--- src/rtl/red_pitaya_dacbuf_pkg.sv ---
// -----------------------------------------------------------------------------
// red_pitaya_dacbuf_pkg
// Shared definitions for the ASG DAC buffer streaming loader.
//   - state_t     : loader FSM states
//   - AW_DEF      : default buffer word address width (4096 words, 2 halves)
//   - HALF_WORDS  : words per half buffer at the default width
//   - CH_A / CH_B : channel index constants (index into masks and flag arrays)
//   - chan_onehot : converts a channel index into the one-hot write select
// -----------------------------------------------------------------------------
package red_pitaya_dacbuf_pkg;

    typedef enum logic [1:0] {
        ST_IDLE      = 2'd0,
        ST_WAIT_HALF = 2'd1,
        ST_FILL      = 2'd2,
        ST_DONE_HALF = 2'd3
    } state_t;

    localparam int   AW_DEF     = 12;
    localparam int   HALF_WORDS = 2048;
    localparam logic CH_A       = 1'b0;
    localparam logic CH_B       = 1'b1;

    // One-hot write select for a channel index: [0]=A, [1]=B.
    function automatic logic [1:0] chan_onehot(input logic ch);
        logic [1:0] sel;
        case (ch)
            CH_A:    sel = 2'b01;
            CH_B:    sel = 2'b10;
            default: sel = 2'b00;
        endcase
        return sel;
    endfunction

endpackage

--- src/rtl/red_pitaya_dacbuf_loader.sv ---
// -----------------------------------------------------------------------------
// red_pitaya_dacbuf_loader
// Streams 64-bit sample words from a valid/ready source into the per-channel
// ASG DAC buffers. Each channel buffer is split in two halves; the consumer's
// per-half "ready" (free) flags act as ping-pong credits. A half is filled
// completely (HALF_WORDS words) before the loader moves on to the next target.
//
// Ports:
//   dacbuf_clk_i / dacbuf_rst_i : clock, synchronous active-high reset
//   ctrl_enable_i               : 1 = stream, 0 = abort and return to idle
//   ctrl_chan_i                 : channel mask [0]=A [1]=B, latched in idle
//   ctrl_clr_i                  : clears the sticky underrun flag
//   s_data_i/s_valid_i/s_ready_o: source word stream
//   dacbuf_ready_a_i/_b_i       : per-half free flags of channels A and B
//   dacbuf_select_o/_waddr_o/_wdata_o/_valid_o : registered buffer write port
//   stat_busy_o                 : loader not idle
//   stat_underrun_o             : sticky starvation flag
//   stat_words_o                : accepted word counter (wraps)
// -----------------------------------------------------------------------------
module red_pitaya_dacbuf_loader
    import red_pitaya_dacbuf_pkg::*;
#(
    parameter int AW = AW_DEF,
    parameter int CW = 32
) (
    input  logic          dacbuf_clk_i,
    input  logic          dacbuf_rst_i,
    input  logic          ctrl_enable_i,
    input  logic [1:0]    ctrl_chan_i,
    input  logic          ctrl_clr_i,
    input  logic [63:0]   s_data_i,
    input  logic          s_valid_i,
    output logic          s_ready_o,
    input  logic [1:0]    dacbuf_ready_a_i,
    input  logic [1:0]    dacbuf_ready_b_i,
    output logic [1:0]    dacbuf_select_o,
    output logic [AW-1:0] dacbuf_waddr_o,
    output logic [63:0]   dacbuf_wdata_o,
    output logic          dacbuf_valid_o,
    output logic          stat_busy_o,
    output logic          stat_underrun_o,
    output logic [CW-1:0] stat_words_o
);

    // Offset within a half buffer.
    localparam int             OW       = AW - 1;
    localparam logic [OW-1:0]  OFF_LAST = {OW{1'b1}};
    localparam logic [OW-1:0]  OFF_ONE  = {{(OW-1){1'b0}}, 1'b1};
    localparam logic [CW-1:0]  CNT_ONE  = {{(CW-1){1'b0}}, 1'b1};

    state_t          r_state;
    logic [1:0]      r_mask;
    logic            r_chan;       // target channel index
    logic            r_half;       // target half
    logic [OW-1:0]   r_offset;
    logic [1:0][1:0] r_filled;     // [channel][half]: half written, not yet consumed
    logic [1:0]      r_armed;      // channel has had at least one half delivered

    logic [1:0]      r_select;
    logic [AW-1:0]   r_waddr;
    logic [63:0]     r_wdata;
    logic            r_wvalid;
    logic            r_underrun;
    logic [CW-1:0]   r_words;

    logic [1:0][1:0] w_ready;      // [channel][half]
    logic            w_accept;
    logic            w_target_free;
    logic [1:0]      w_starve;
    logic            w_underrun_set;

    assign w_ready       = {dacbuf_ready_b_i, dacbuf_ready_a_i};
    assign s_ready_o     = (r_state == ST_FILL) & ctrl_enable_i & ~dacbuf_rst_i;
    assign w_accept      = s_valid_i & s_ready_o;
    assign w_target_free = w_ready[r_chan][r_half] & ~r_filled[r_chan][r_half];

    // Starvation: an active channel has both halves free and nothing queued.
    always_comb begin
        w_starve = 2'b00;
        for (int c = 0; c < 2; c++) begin
            w_starve[c] = r_mask[c] & r_armed[c] & (&w_ready[c]) & ~(|r_filled[c]);
        end
        w_underrun_set = (r_state != ST_IDLE) & (|w_starve);
    end

    // Loader FSM with target selection and filled/armed bookkeeping.
    always_ff @(posedge dacbuf_clk_i) begin
        if (dacbuf_rst_i) begin
            r_state  <= ST_IDLE;
            r_mask   <= 2'b00;
            r_chan   <= CH_A;
            r_half   <= 1'b0;
            r_offset <= {OW{1'b0}};
            r_filled <= 4'b0000;
            r_armed  <= 2'b00;
        end else begin
            // A half the consumer reports busy has been taken; forget it was filled.
            r_filled <= r_filled & w_ready;
            case (r_state)
                ST_IDLE: begin
                    r_mask   <= ctrl_chan_i;
                    r_chan   <= ctrl_chan_i[0] ? CH_A : CH_B;
                    r_half   <= 1'b0;
                    r_offset <= {OW{1'b0}};
                    r_filled <= 4'b0000;
                    r_armed  <= 2'b00;
                    if (ctrl_chan_i != 2'b00) begin
                        r_state <= ST_WAIT_HALF;
                    end else begin
                        r_state <= ST_IDLE;
                    end
                end
                ST_WAIT_HALF: begin
                    if (w_target_free) begin
                        r_state <= ST_FILL;
                    end else begin
                        r_state <= ST_WAIT_HALF;
                    end
                end
                ST_FILL: begin
                    if (w_accept) begin
                        r_offset <= r_offset + OFF_ONE;
                        if (r_offset == OFF_LAST) begin
                            r_state <= ST_DONE_HALF;
                        end else begin
                            r_state <= ST_FILL;
                        end
                    end else begin
                        r_state <= ST_FILL;
                    end
                end
                ST_DONE_HALF: begin
                    // Marking the completed half overrides the consumer clear above.
                    r_filled[r_chan][r_half] <= 1'b1;
                    r_armed[r_chan]          <= 1'b1;
                    if (r_mask == 2'b11) begin
                        // Interleave channels: (A,h) -> (B,h) -> (A,~h)
                        if (r_chan == CH_A) begin
                            r_chan <= CH_B;
                        end else begin
                            r_chan <= CH_A;
                            r_half <= ~r_half;
                        end
                    end else begin
                        r_half <= ~r_half;
                    end
                    r_state <= ST_WAIT_HALF;
                end
                default: begin
                    r_state <= ST_IDLE;
                end
            endcase
            // Disable aborts from any state; a partial half is discarded.
            if (!ctrl_enable_i) begin
                r_state  <= ST_IDLE;
                r_offset <= {OW{1'b0}};
            end
        end
    end

    // Registered buffer write port: an accepted word is written one cycle later.
    always_ff @(posedge dacbuf_clk_i) begin
        if (dacbuf_rst_i) begin
            r_wvalid <= 1'b0;
            r_select <= 2'b00;
            r_waddr  <= {AW{1'b0}};
            r_wdata  <= 64'h0;
        end else begin
            r_wvalid <= w_accept;
            if (w_accept) begin
                r_select <= chan_onehot(r_chan);
                r_waddr  <= {r_half, r_offset};
                r_wdata  <= s_data_i;
            end else begin
                r_select <= r_select;
                r_waddr  <= r_waddr;
                r_wdata  <= r_wdata;
            end
        end
    end

    // Status: accepted-word counter and sticky underrun (set beats clear).
    always_ff @(posedge dacbuf_clk_i) begin
        if (dacbuf_rst_i) begin
            r_words    <= {CW{1'b0}};
            r_underrun <= 1'b0;
        end else begin
            if (w_accept) begin
                r_words <= r_words + CNT_ONE;
            end else begin
                r_words <= r_words;
            end
            if (w_underrun_set) begin
                r_underrun <= 1'b1;
            end else if (ctrl_clr_i) begin
                r_underrun <= 1'b0;
            end else begin
                r_underrun <= r_underrun;
            end
        end
    end

    assign dacbuf_select_o = r_select;
    assign dacbuf_waddr_o  = r_waddr;
    assign dacbuf_wdata_o  = r_wdata;
    assign dacbuf_valid_o  = r_wvalid;
    assign stat_busy_o     = (r_state != ST_IDLE);
    assign stat_underrun_o = r_underrun;
    assign stat_words_o    = r_words;

endmodule

--- config.mk ---
export PLATFORM = sky130hd
export DESIGN_NAME = red_pitaya_dacbuf_loader
export DESIGN_NICKNAME = d
export VERILOG_FILES = /design/src/rtl/red_pitaya_dacbuf_pkg.sv /design/src/rtl/red_pitaya_dacbuf_loader.sv
export SDC_FILE = /design/constraint.sdc
export NUM_CORES = 1
export LEC_CHECK = 0
export CELL_PAD_IN_SITES_DETAIL_PLACEMENT = 1
export CELL_PAD_IN_SITES_GLOBAL_PLACEMENT = 1
export CORE_ASPECT_RATIO = 0.7
export CORE_MARGIN = 2
export CORE_UTILIZATION = 35
export DETAILED_ROUTE_END_ITERATION = 10
export GPL_ROUTABILITY_DRIVEN = 0
export PLACE_DENSITY = 0.89
export RECOVER_POWER = 50
export SLEW_MARGIN = 20
export SYNTH_ARGS = -nofsm -noshare
export SYNTH_HDL_FRONTEND = slang
export SYNTH_SLANG_ARGS = --single-unit
--- constraint.sdc ---
create_clock -name dacbuf_clk_i -period 4.5 [get_ports dacbuf_clk_i]
set_input_delay 0.9 -clock dacbuf_clk_i [delete_from_list [all_inputs] [get_ports dacbuf_clk_i]]
set_output_delay 0.9 -clock dacbuf_clk_i [all_outputs]
set_load 0.03 [all_outputs]
Word-level counts from Yosys, hierarchy flattened
Cells that the tools add are included.

Memories: 0. Output and inout bits: 114. Latch bits: 0. Register bits: 135. Input bits: 75. Bits in writable memories: 0. ROM bits: 0. Logic and storage cells: 99.

Eq/ne operators: 8. Mux-type cells: 33. Reduce and logical (&&, ||, !) cells: 17. $mul: 0. Shifts and indexed selects: 0. Divide/modulo/power cells: 0. Add/subtract/negate cells: 2. Bitwise logic cells: 21. $lt $le $gt $ge: 4.

Operators with widths (number): 32-bit by 1-bit adder with 32-bit output (second input constant) (1); 11-bit one-hot mux with 2 select lines (1); 1-bit two-way mux (15); 2-bit two-way mux (7); 11-bit by 1-bit adder with 11-bit output (second input constant) (1); 1-bit AND (11); 11-bit == test (second input constant) (1); 11-bit two-way mux (1); 2-bit AND reduction (5); 2-bit nonzero test (5); 2-bit one-hot mux with 2 select lines (2); 2-bit one-hot mux with 4 select lines (1); 4-bit one-hot mux with 2 select lines (1); 2-bit OR reduction (4); 1-bit inverter (7); 2-bit == test (second input constant) (3); 4-bit AND (1); 1-bit by 2-bit less-than comparator with 1-bit output (second input constant) (2); 2-bit inequality test (second input constant) (2); 4-bit OR (1); 1-bit one-hot mux with 2 select lines (2); 3-bit inequality test (second input constant) (1); 1-bit demux with 1-bit select (2); 2-bit demux with 1-bit select (1); other kinds (5) (7).

Depth between registers and ports, before layout
Gate-level depths: netlist of the first run.

Word-level depth: 8. Depth in mapped cells: 9.

Worst setup path after synthesis of the first run
OpenSTA, ideal clock, no wires.

Path type: input to output. Start point: in dacbuf_rst_i. End point: out s_ready_o. Arrival time: 1.482 ns. Path slack: 2.118 ns. Stages on the path: 3. Required time: 3.600 ns. Buffers on the path: 1. Cell sequence: clkbuf_1 nor2b_1 and2_1.

Word-level cells in the longest chain between the ends: 2.

Ends and longest elaborated chain: start, declared (RTL line red_pitaya_dacbuf_loader.sv:27) `input logic dacbuf_rst_i,`; 1-bit inverter (RTL line red_pitaya_dacbuf_loader.sv:73) `assign s_ready_o = (r_state == ST_FILL) & ctrl_enable_i & ~dacbuf_rst_i;`; 1-bit AND (RTL line red_pitaya_dacbuf_loader.sv:73); end, declared (RTL line red_pitaya_dacbuf_loader.sv:33) `output logic s_ready_o,`.

No other way between the ends.

Worst setup path in the final report of the first run
Start point: in s_valid_i. End point: reg r_offset[5].

Word-level cells in the longest chain between the ends: 3.

Ends and longest elaborated chain: start, declared (RTL line red_pitaya_dacbuf_loader.sv:32) `input logic s_valid_i,`; 1-bit AND (RTL line red_pitaya_dacbuf_loader.sv:74) `assign w_accept = s_valid_i & s_ready_o;`; 2-bit inequality test (no source line); 2-bit AND reduction (no source line); end signal, assigned (RTL line red_pitaya_dacbuf_loader.sv:93) `r_offset <= {OW{1'b0}};`; end signal, assigned (RTL line red_pitaya_dacbuf_loader.sv:104) `r_offset <= {OW{1'b0}};`; end signal, assigned (RTL line red_pitaya_dacbuf_loader.sv:122) `r_offset <= r_offset + OFF_ONE;`; end, declared (RTL line red_pitaya_dacbuf_loader.sv:55) `logic [OW-1:0] r_offset;`.

No other way between the ends. A chain may end at the register's enable or synchronous reset.

==> results of run 1 <==
## final cells by class
| cell class | count | area [um^2] | area share (%) |
|---|---|---|---|
| Sequential cell | 135 | 2703 | 33.86 |
| Multi-Input combinational cell | 476 | 2492 | 31.23 |
| Clock buffer | 20 | 456.7 | 5.722 |
| Timing Repair Buffer | 192 | 1907 | 23.89 |
| Tap cell | 195 | 244.0 | 3.057 |
| Inverter | 7 | 27.53 | 0.3449 |
| Clock inverter | 12 | 151.4 | 1.897 |
## cell families (layout without fill, tap and decap cells)
group                      after synthesis  count (layout)  synth area share [%]
AOI/OAI and AO/OA                      156             156                 16.05
xor gates and xnor gates                13              13                 2.114
adders and majority gates                6               6                 1.394
buffers and inverters                   47             231                 3.716
DFF                                    135             135                 50.17
muxes                                    3               3                0.7898
and+or+nand+nor                        298             298                 25.76
## synthesized netlist by cell type, types with 2 or more instances
cell type,count,area [um^2]
o211ai_1,3,22.52
buf_6,2,22.52
xor2_1,9,78.83
mux2i_1,2,20.02
nand4_1,15,93.84
nor3_1,6,30.03
o21a_1,2,15.01
inv_1,6,22.52
nand2b_1,7,43.79
xnor2_1,4,35.03
a311oi_1,2,17.52
nor2b_1,3,18.77
nand2_1,177,664.4
a211oi_1,3,22.52
clkbuf_1,25,93.84
o31ai_1,14,105.1
or4_1,14,105.1
dfxtp_1,135,2703
nand3_1,10,50.05
or3_1,12,75.07
buf_1,6,22.52
a21oi_1,109,545.5
o2111ai_1,2,17.52
buf_2,7,35.03
nor4_1,2,12.51
and2_1,4,25.02
nor2_1,32,120.1
ha_1,6,75.07
and4_1,7,61.31
and3_1,5,31.28
o21ai_0,15,75.07
a22oi_1,4,30.03
## critical path, stage by stage
cell	delay, ns
dlygate4sd3_1	0.62
nand4b_4	0.13
clkinvlp_2	1.02
buf_4	0.69
o2111ai_1	0.31
xor2_1	0.18
nor2_1	0.06
## power groups by stage
stage	clock [mW]	sequential [mW]	combinational, mW
final	1.43	1.20	0.116
after global routing	1.52	1.20	0.125
after CTS	1.46	1.20	0.118
after detailed placement	0	1.23	0.116
after global placement	0	1.23	0.115
after floorplan	0	1.23	0.0377
## worst max-delay path by stage
stage	from	end	slack [ns]	cells after the start
finish	s_valid_i	r_offset[5]	0.84	7
global route	s_valid_i	r_offset[5]	0.57	7
CTS	ctrl_enable_i	s_ready_o	1.14	4
detailed placement	ctrl_enable_i	s_ready_o	1.15	4
global placement	ctrl_enable_i	s_ready_o	1.20	4
floorplan	dacbuf_rst_i	s_ready_o	2.12	3
## placed cells by master, fill, tap and decap left out, types with 4 or more instances in the layout
cell type	n
nand2_1	177
a21oi_1	109
and2_1	4
o21ai_0	14
o31ai_1	14
and4_1	7
clkinv_2	4
dfxtp_1	135
buf_4	4
a22oi_1	4
nor3_1	6
nor2_1	32
xor2_1	9
clkdlybuf4s50_1	107
nand4_1	15
nand3_1	10
or4_1	14
nand2b_1	7
inv_1	6
dlygate4sd3_1	80
xnor2_1	4
ha_1	6
and3_1	5
or3_1	12
clkbuf_16	17
## state kept, by name (all words and copies together), names as in the netlist, named ones only
| register | flops |
|---|---|
| r_mask | 2 |
| r_offset | 11 |
| r_chan | 1 |
| dacbuf_valid_o | 1 |
| r_half | 1 |
| dacbuf_waddr_o | 12 |
| r_filled | 4 |
| r_state | 1 |
| stat_words_o | 32 |
| r_armed | 2 |
| stat_underrun_o | 1 |
| dacbuf_select_o | 2 |
| dacbuf_wdata_o | 64 |
## per-layer routing
layer  wire (um)  global-route usage [%]  up-vias
li1            -                       -     2624
met1        7719                   25.73     2553
met2        8187                   35.42      137
met3        1301                   8.414       14
met4         144                   6.275        0
met5           0                       0        -
==> flow_metrics.env, run 1 <==
export IMPL_die_w_um=152.3
export IMPL_synth_edf_count=0
export IMPL_ff2ff_path_depth=8
export IMPL_start_kind="input pin"
export IMPL_r2r_end="r_offset[5]"
export IMPL_hpwl_um=11890
export IMPL_io_buffers=188
export IMPL_setup_tns_ns=0
export IMPL_root_buffer="clkbuf_16"
export IMPL_slew_viol_final=82
export IMPL_synth_seq_area_share_pct=50.17
export IMPL_antenna_cells=0
export IMPL_postPlaceCellArea_um2=7376
export IMPL_worst_pin_slew_ns=1.766
export IMPL_die_area_um2=16410
export IMPL_grt_pass1_wl_um=28330
export IMPL_placed_cells_incl_taps=1005
export IMPL_start_util_pct=36.25
export IMPL_status="finished, violations left"
export IMPL_wl_um=17350
export IMPL_power_mw=2.748
export IMPL_syn_nets=739
export IMPL_clk_latency_ns=0.41
export IMPL_failed_checks="capacitance limit, slew limit"
export IMPL_netlist_area_um2=5386
export IMPL_htree_levels=4
export IMPL_synth_flop_cell="dfxtp_1"
export IMPL_drv_cap=1
export IMPL_drt_antenna_violating_nets=0
export IMPL_ctsHoldBuffers=0
export IMPL_pwr_share_seq_pct=43.8
export IMPL_ir_drop_mv=0.2720
export IMPL_fmax_mhz=273.1
export IMPL_clkPwrFrac_pct=52.0
export IMPL_finalHoldViolCount=0
export IMPL_rsz0062_at_grt="false"
export IMPL_hp_start="dacbuf_wdata_o[31]"
export IMPL_worstSetupPathType="input pin to flop"
export IMPL_path_clk_slew_ns=0.06
export IMPL_switching_share_pct=21.15
export IMPL_hold_end="dacbuf_wdata_o[31]"
export IMPL_p_switching_mw=0.5812
export IMPL_num_vias=5328
export IMPL_cts_tree="done"
export IMPL_rrSetupSlack_ns=1.13
export IMPL_finalCriticalPeriod_ns=3.662
export IMPL_holdPathStages=2
export IMPL_synth_distinct_cells=40
export IMPL_num_rows=37
export IMPL_pre_cts_slack_ns=1.146
export IMPL_skew_ns=0.01442
export IMPL_grt_start_max_net_pins=86
export IMPL_crit_required_ns=4.76
export IMPL_cp_arrival_ns=3.92
export IMPL_synthCells=658
export IMPL_critPathCaptureType="flop"
export IMPL_layout_nets=910
export IMPL_finalNonFillerCells=1037
export IMPL_wl_per_cell_um=16.73
export IMPL_async_reset_ff_share_pct=0
export IMPL_max_slew_margin_pct=-17.74
export IMPL_combinationalPowerShare_pct=4.2
export IMPL_core_area_um2=14860
export IMPL_setup_viol=0
export IMPL_grt_overflow=0
export IMPL_cts_max_path_buffers=2
export IMPL_yosys_warnings=0
export IMPL_ios=189
export IMPL_cts_sinks=135
export IMPL_antenna_found_initial=0
export IMPL_finalCritPeriodShare_pct=81.37
export IMPL_syn2layout_area_growth_pct=48.18
export IMPL_setup_ws_ns=0.8382
export IMPL_power_density_nw_per_um2=344.3
export IMPL_internal_power_mw=2.167
export IMPL_cp_max_fo=45
export IMPL_hold_worst_slack_ns=0.4505
export IMPL_worstReg2RegStart="r_state[0]"
export IMPL_syn_avg_cell_area_um2=8.186
export IMPL_cts_setup_buffers=0
export IMPL_numCtsBuffers=17
export IMPL_drt_iter0_markers=198
export IMPL_power_leakage_nw=2.916
export IMPL_via_per_inst=5.138
export IMPL_first_global_vias=5584
export IMPL_track_usage_pct=21.34
export IMPL_final_util_pct=53.71
export IMPL_hp_class="flop to flop"
export IMPL_synth_seq_cells=135
export IMPL_cts_resized_gates=0
export IMPL_n_fill_cell=1744
export IMPL_die_h_um=107.8
export IMPL_drive_gt1_share_pct=4.869
export IMPL_fin_area_um2=7981
export IMPL_firstDrtPassIters=4
export IMPL_drc=0
(Power assumes the default switching activity.)
==> run 2, diff against run 1 <==
- CORE_UTILIZATION: 35 -> 32
- PLACE_DENSITY: 0.89 -> 0.82
- clock period: 4.5 -> 3.8 ns (I/O delays scaled with it)
==> flow_metrics.env, run 2 (same netlist as run 1, synthesis figures left out) <==
export IMPL_status="finished, violations left"
export IMPL_failed_checks="capacitance limit, slew limit"
export IMPL_num_rows=39
export IMPL_largest_register_ffs=64
export IMPL_cts_sinks=135
export IMPL_path_delay_family="buffers and inverters"
export IMPL_cp_arrival_ns=3.36
export IMPL_crit_chain="clkbuf_2 > nand4b_1 > clkinvlp_2 > clkbuf_2 > nand2_1 > a21oi_1"
export IMPL_setup_ws_ns=0.6588
export IMPL_finalCritPeriodShare_pct=82.66
export IMPL_hpwl_um=11670
export IMPL_fin_area_um2=8061
export IMPL_via_per_inst=4.953
export IMPL_cts_tree="done"
export IMPL_drt_antenna_violating_nets=0
export IMPL_cp_max_fo=49
export IMPL_drive_gt1_share_pct=4.734
export IMPL_drt_iter0_markers=203
export IMPL_start_util_pct=32.85
export IMPL_die_h_um=112.6
export IMPL_power_mw=3.412
export IMPL_finalCriticalPeriod_ns=3.141
export IMPL_die_w_um=159.1
export IMPL_die_area_um2=17900
export IMPL_final_cell_mix="nand2_1, dfxtp_1, clkdlybuf4s50_1"
export IMPL_path_clk_slew_ns=0.06
export IMPL_grt_start_max_net_pins=84
export IMPL_io_buffers=188
export IMPL_skew_ns=0.009588
export IMPL_cts_setup_buffers=0
export IMPL_grt_pass1_wl_um=27700
export IMPL_cpMostUsedCell="clkbuf_2"
export IMPL_num_vias=5300
export IMPL_layout_nets=913
export IMPL_postPlaceCellArea_um2=7436
export IMPL_path_buf_inv=3
export IMPL_setup_tns_ns=0
export IMPL_pre_cts_slack_ns=0.7151
export IMPL_firstDrtPassIters=4
export IMPL_syn2layout_area_growth_pct=49.66
export IMPL_first_global_vias=5341
export IMPL_slew_viol_final=84
export IMPL_rsz0062_at_grt="false"
export IMPL_crit_required_ns=4.02
export IMPL_max_slew_margin_pct=-20.70
export IMPL_wl_um=17170
export IMPL_ctsHoldBuffers=0
export IMPL_finalHoldViolCount=0
export IMPL_drc=0
export IMPL_cts_resized_gates=0
export IMPL_grt_overflow=0
export IMPL_hold_worst_slack_ns=0.4489
export IMPL_start_kind="input pin"
export IMPL_final_common_cell="nand2_1"
export IMPL_hp_class="flop to flop"
export IMPL_track_usage_pct=19.49
export IMPL_antenna_found_initial=0
export IMPL_numCtsBuffers=17
export IMPL_critPathSlowestCell="clkbuf_2"
export IMPL_wl_per_cell_um=16.05
export IMPL_power_leakage_nw=2.836
export IMPL_ir_drop_mv=0.2607
export IMPL_critPathCaptureType="flop"
export IMPL_setup_viol=0
export IMPL_cts_max_path_buffers=2
export IMPL_worst_pin_slew_ns=1.810
export IMPL_antenna_cells=0
export IMPL_worstSetupPathType="input pin to flop"
export IMPL_fmax_mhz=318.4
export IMPL_clk_latency_ns=0.42
export IMPL_htree_levels=4
export IMPL_root_buffer="clkbuf_16"
export IMPL_drv_cap=1
export IMPL_ios=189
export IMPL_core_area_um2=16400
export IMPL_power_density_nw_per_um2=423.2
export IMPL_slowest_delay_ns=0.75
==> run 2: final timing paths <==
| path | startpoint | endpoint | slack, ns | cells after the start |
|---|---|---|---|---|
| max | dacbuf_rst_i | dacbuf_wdata_o[30] | 0.66 | 6 |
| min | dacbuf_wdata_o[2] | dacbuf_wdata_o[2] | 0.45 | 2 |
| max reg2reg | r_state[0] | dacbuf_wdata_o[30] | 0.87 | 7 |
| min reg2reg | dacbuf_wdata_o[2] | dacbuf_wdata_o[2] | 0.45 | 2 |
==> run 2: per-layer routing <==
| metal | wire, um | vias up | GRT usage, % |
|---|---|---|---|
| met2 | 7701 | 131 | 30.90 |
| met5 | 0 | - | 0 |
| met1 | 7692 | 2531 | 23.20 |
| met4 | 216 | 0 | 6.727 |
| li1 | - | 2624 | - |
| met3 | 1564 | 14 | 9.424 |
==> run 2: through the flow <==
step | util, % | std cells
finish | 49.17 | 1070
global route | 49.17 | 1070
CTS | 49.35 | 1070
detailed placement | 45.35 | 1038
global placement | 45.35 | 1038
floorplan | - | 658
==> run 2: power by group <==
part	leakage (nW)	total (mW)	switching (mW)	internal, mW
clock	0.310	1.85	0.648	1.20
sequential	1.09	1.43	0.00514	1.42
combinational	1.44	0.137	0.0559	0.0808
==> run 2: layout make-up <==
class,instances,area [um^2]
Clock buffer,21,460.4
Tap cell,225,281.5
Fill cell,1944,8334
Timing Repair Buffer,195,1917
Inverter,7,27.53
Clock inverter,11,195.2
Multi-Input combinational cell,476,2477
Sequential cell,135,2703
==> run 2: tightest hold or removal path: cells and delay by family (launching register included) <==
kind	cells	cell delay (ns)
simple gates	1	0.05
flops	1	0.30
compound gates	1	0.05
==> run 3, diff against run 2 <==
- CORE_UTILIZATION: 32 -> 29
- PLACE_DENSITY: 0.82 -> 0.79
- clock period: 3.8 -> 2.7 ns (I/O delays scaled with it)
==> flow_metrics.env, run 3 (same netlist as run 1, synthesis figures left out) <==
export IMPL_max_slew_margin_pct=25.90
export IMPL_cp_max_fo=12
export IMPL_ff2ff_path_depth=8
export IMPL_crit_chain="clkdlybuf4s50_1"
export IMPL_final_util_pct=44.87
export IMPL_grt_overflow=0
export IMPL_finalCriticalPeriod_ns=2.399
export IMPL_cts_setup_buffers=0
export IMPL_worstReg2RegStart="r_state[0]"
export IMPL_critPathSlowestCell="clkdlybuf4s50_1"
export IMPL_layout_nets=915
export IMPL_n_fill_cell=2101
export IMPL_core_area_um2=18110
export IMPL_track_usage_pct=17.42
export IMPL_ctsHoldBuffers=0
export IMPL_fmax_mhz=416.8
export IMPL_firstDrtPassIters=4
export IMPL_critPathCaptureType="output pin"
export IMPL_syn2layout_area_growth_pct=50.85
export IMPL_power_density_nw_per_um2=589.3
export IMPL_fin_area_um2=8125
export IMPL_holdPathStages=2
export IMPL_slowest_delay_ns=0.78
export IMPL_final_cell_mix="nand2_1, clkdlybuf4s50_1, dfxtp_1"
export IMPL_grt_start_max_net_pins=61
export IMPL_cts_sinks=135
export IMPL_skew_ns=0.01032
export IMPL_crit_required_ns=2.16
export IMPL_via_per_inst=4.915
export IMPL_clk_latency_ns=0.42
export IMPL_start_util_pct=29.75
export IMPL_path_buf_inv=1
export IMPL_r2r_end="stat_words_o[7]"
export IMPL_die_area_um2=19700
export IMPL_ir_drop_mv=0.2292
export IMPL_globalRouteMet1Util_pct=22.06
export IMPL_setup_tns_ns=0
export IMPL_hp_class="flop to flop"
export IMPL_wl_per_cell_um=15.62
export IMPL_path_clk_slew_ns=0.06
export IMPL_slew_viol_final=0
export IMPL_num_vias=5328
export IMPL_num_rows=41
export IMPL_hp_start="dacbuf_wdata_o[1]"
export IMPL_cts_max_path_buffers=2
export IMPL_numCtsBuffers=17
export IMPL_start_kind="flop"
export IMPL_finalCritPeriodShare_pct=88.85
export IMPL_power_leakage_nw=2.851
export IMPL_path_delay_family="buffers and inverters"
export IMPL_rrSetupSlack_ns=0.39
export IMPL_drt_antenna_violating_nets=0
export IMPL_rsz0062_at_grt="false"
export IMPL_io_buffers=188
export IMPL_finalHoldViolCount=0
export IMPL_wl_um=16940
export IMPL_drv_cap=0
export IMPL_postPlaceCellArea_um2=7475
export IMPL_worstSetupPathType="flop to output pin"
export IMPL_cp_arrival_ns=1.86
export IMPL_first_global_vias=5317
export IMPL_grt_pass1_wl_um=27570
export IMPL_largest_register_ffs=64
export IMPL_use_met2_pct=26.36
export IMPL_die_h_um=118.0
export IMPL_drt_iter0_markers=277
export IMPL_use_met3_pct=8.003
export IMPL_root_buffer="clkbuf_16"
export IMPL_die_w_um=166.9
export IMPL_cts_tree="done"
export IMPL_hpwl_um=11790
export IMPL_htree_levels=4
export IMPL_status="completed"
export IMPL_gr_max_usage_layer="met2"
export IMPL_setup_viol=0
export IMPL_worst_pin_slew_ns=1.112
export IMPL_final_common_cell="nand2_1"
export IMPL_ios=189
export IMPL_drive_gt1_share_pct=5.431
export IMPL_antenna_found_initial=1
export IMPL_drc=0
export IMPL_hold_end="dacbuf_wdata_o[1]"
==> run 3: cell count changes in the layout (fill, tap and decap cells not counted), sizes merged <==
cell / before / now
clkinv: 2 / 4
dlygate4sd3: 57 / 48
diode: 0 / 1
clkinvlp: 4 / 3
inv: 7 / 6
clkbuf: 26 / 22
dlymetal6s2s: 0 / 1
clkdlybuf4s50: 130 / 137
buf: 3 / 10
==> run 3: through the flow <==
step                      worst slack [ns]  std cells  power (mW)  hold slack (ns)
after detailed placement            0.1984       1051       2.244           0.4468
after floorplan                     0.7771        658       2.109           0.4402
after CTS                          0.05199       1083       4.861           0.4554
after global routing                0.1607       1084       4.973           0.4700
final                               0.3009       1084       4.788           0.4488
after global placement              0.2661       1051       2.242           0.4414
==> run 3: timing repair <==
action | 4_1_cts | 5_1_grt
hold endpoints to repair | 0 | 0
endpoints found under the setup margin | 0 | 1
gates resized for setup | 0 | 1
==> run 3: worst max-delay path by stage <==
| stage | from | end | slack [ns] | depth (start not counted) |
|---|---|---|---|---|
| after floorplan | stat_words_o[0] | stat_words_o[28] | 0.78 | 5 |
| after global placement | s_valid_i | stat_words_o[14] | 0.27 | 6 |
| after detailed placement | ctrl_enable_i | stat_words_o[22] | 0.20 | 6 |
| after CTS | r_state[0] | stat_busy_o | 0.05 | 4 |
| after global routing | r_state[0] | dacbuf_select_o[0] | 0.16 | 7 |
| final | stat_words_o[2] | stat_words_o[2] | 0.30 | 1 |
==> run 3: per-layer routing <==
layer	vias up	wire (um)	share of wire, %
li1	2633	-	-
met1	2535	7732	46
met2	149	7492	44
met3	11	1553	9.2
met4	0	158	0.93
met5	-	0	0
==> run 3: final cells by class <==
| type | count | area (um^2) | area share, % |
|---|---|---|---|
| Clock buffer | 21 | 470.5 | 5.790 |
| Inverter | 7 | 27.53 | 0.3388 |
| Multi-Input combinational cell | 476 | 2477 | 30.49 |
| Tap cell | 236 | 295.3 | 3.634 |
| Sequential cell | 135 | 2703 | 33.26 |
| Clock inverter | 11 | 195.2 | 2.402 |
| Antenna cell | 1 | 2.502 | 0.03080 |
| Timing Repair Buffer | 197 | 1954 | 24.05 |
==> run 3: worst register-to-register path: cells and delay by family, from the launching register on <==
| kind | cells | cell delay (ns) |
|---|---|---|
| buffers and inverters | 3 | 0.87 |
| xor gates and xnor gates | 1 | 0.20 |
| adders and majority gates | 1 | 0.27 |
| and+or+nand+nor | 3 | 0.50 |
| DFF | 1 | 0.34 |
==> run 3: power by group <==
| part | internal (mW) | switching [mW] | total [mW] |
|---|---|---|---|
| clock | 1.71 | 0.876 | 2.59 |
| sequential | 2.00 | 0.00734 | 2.01 |
| combinational | 0.115 | 0.0773 | 0.192 |
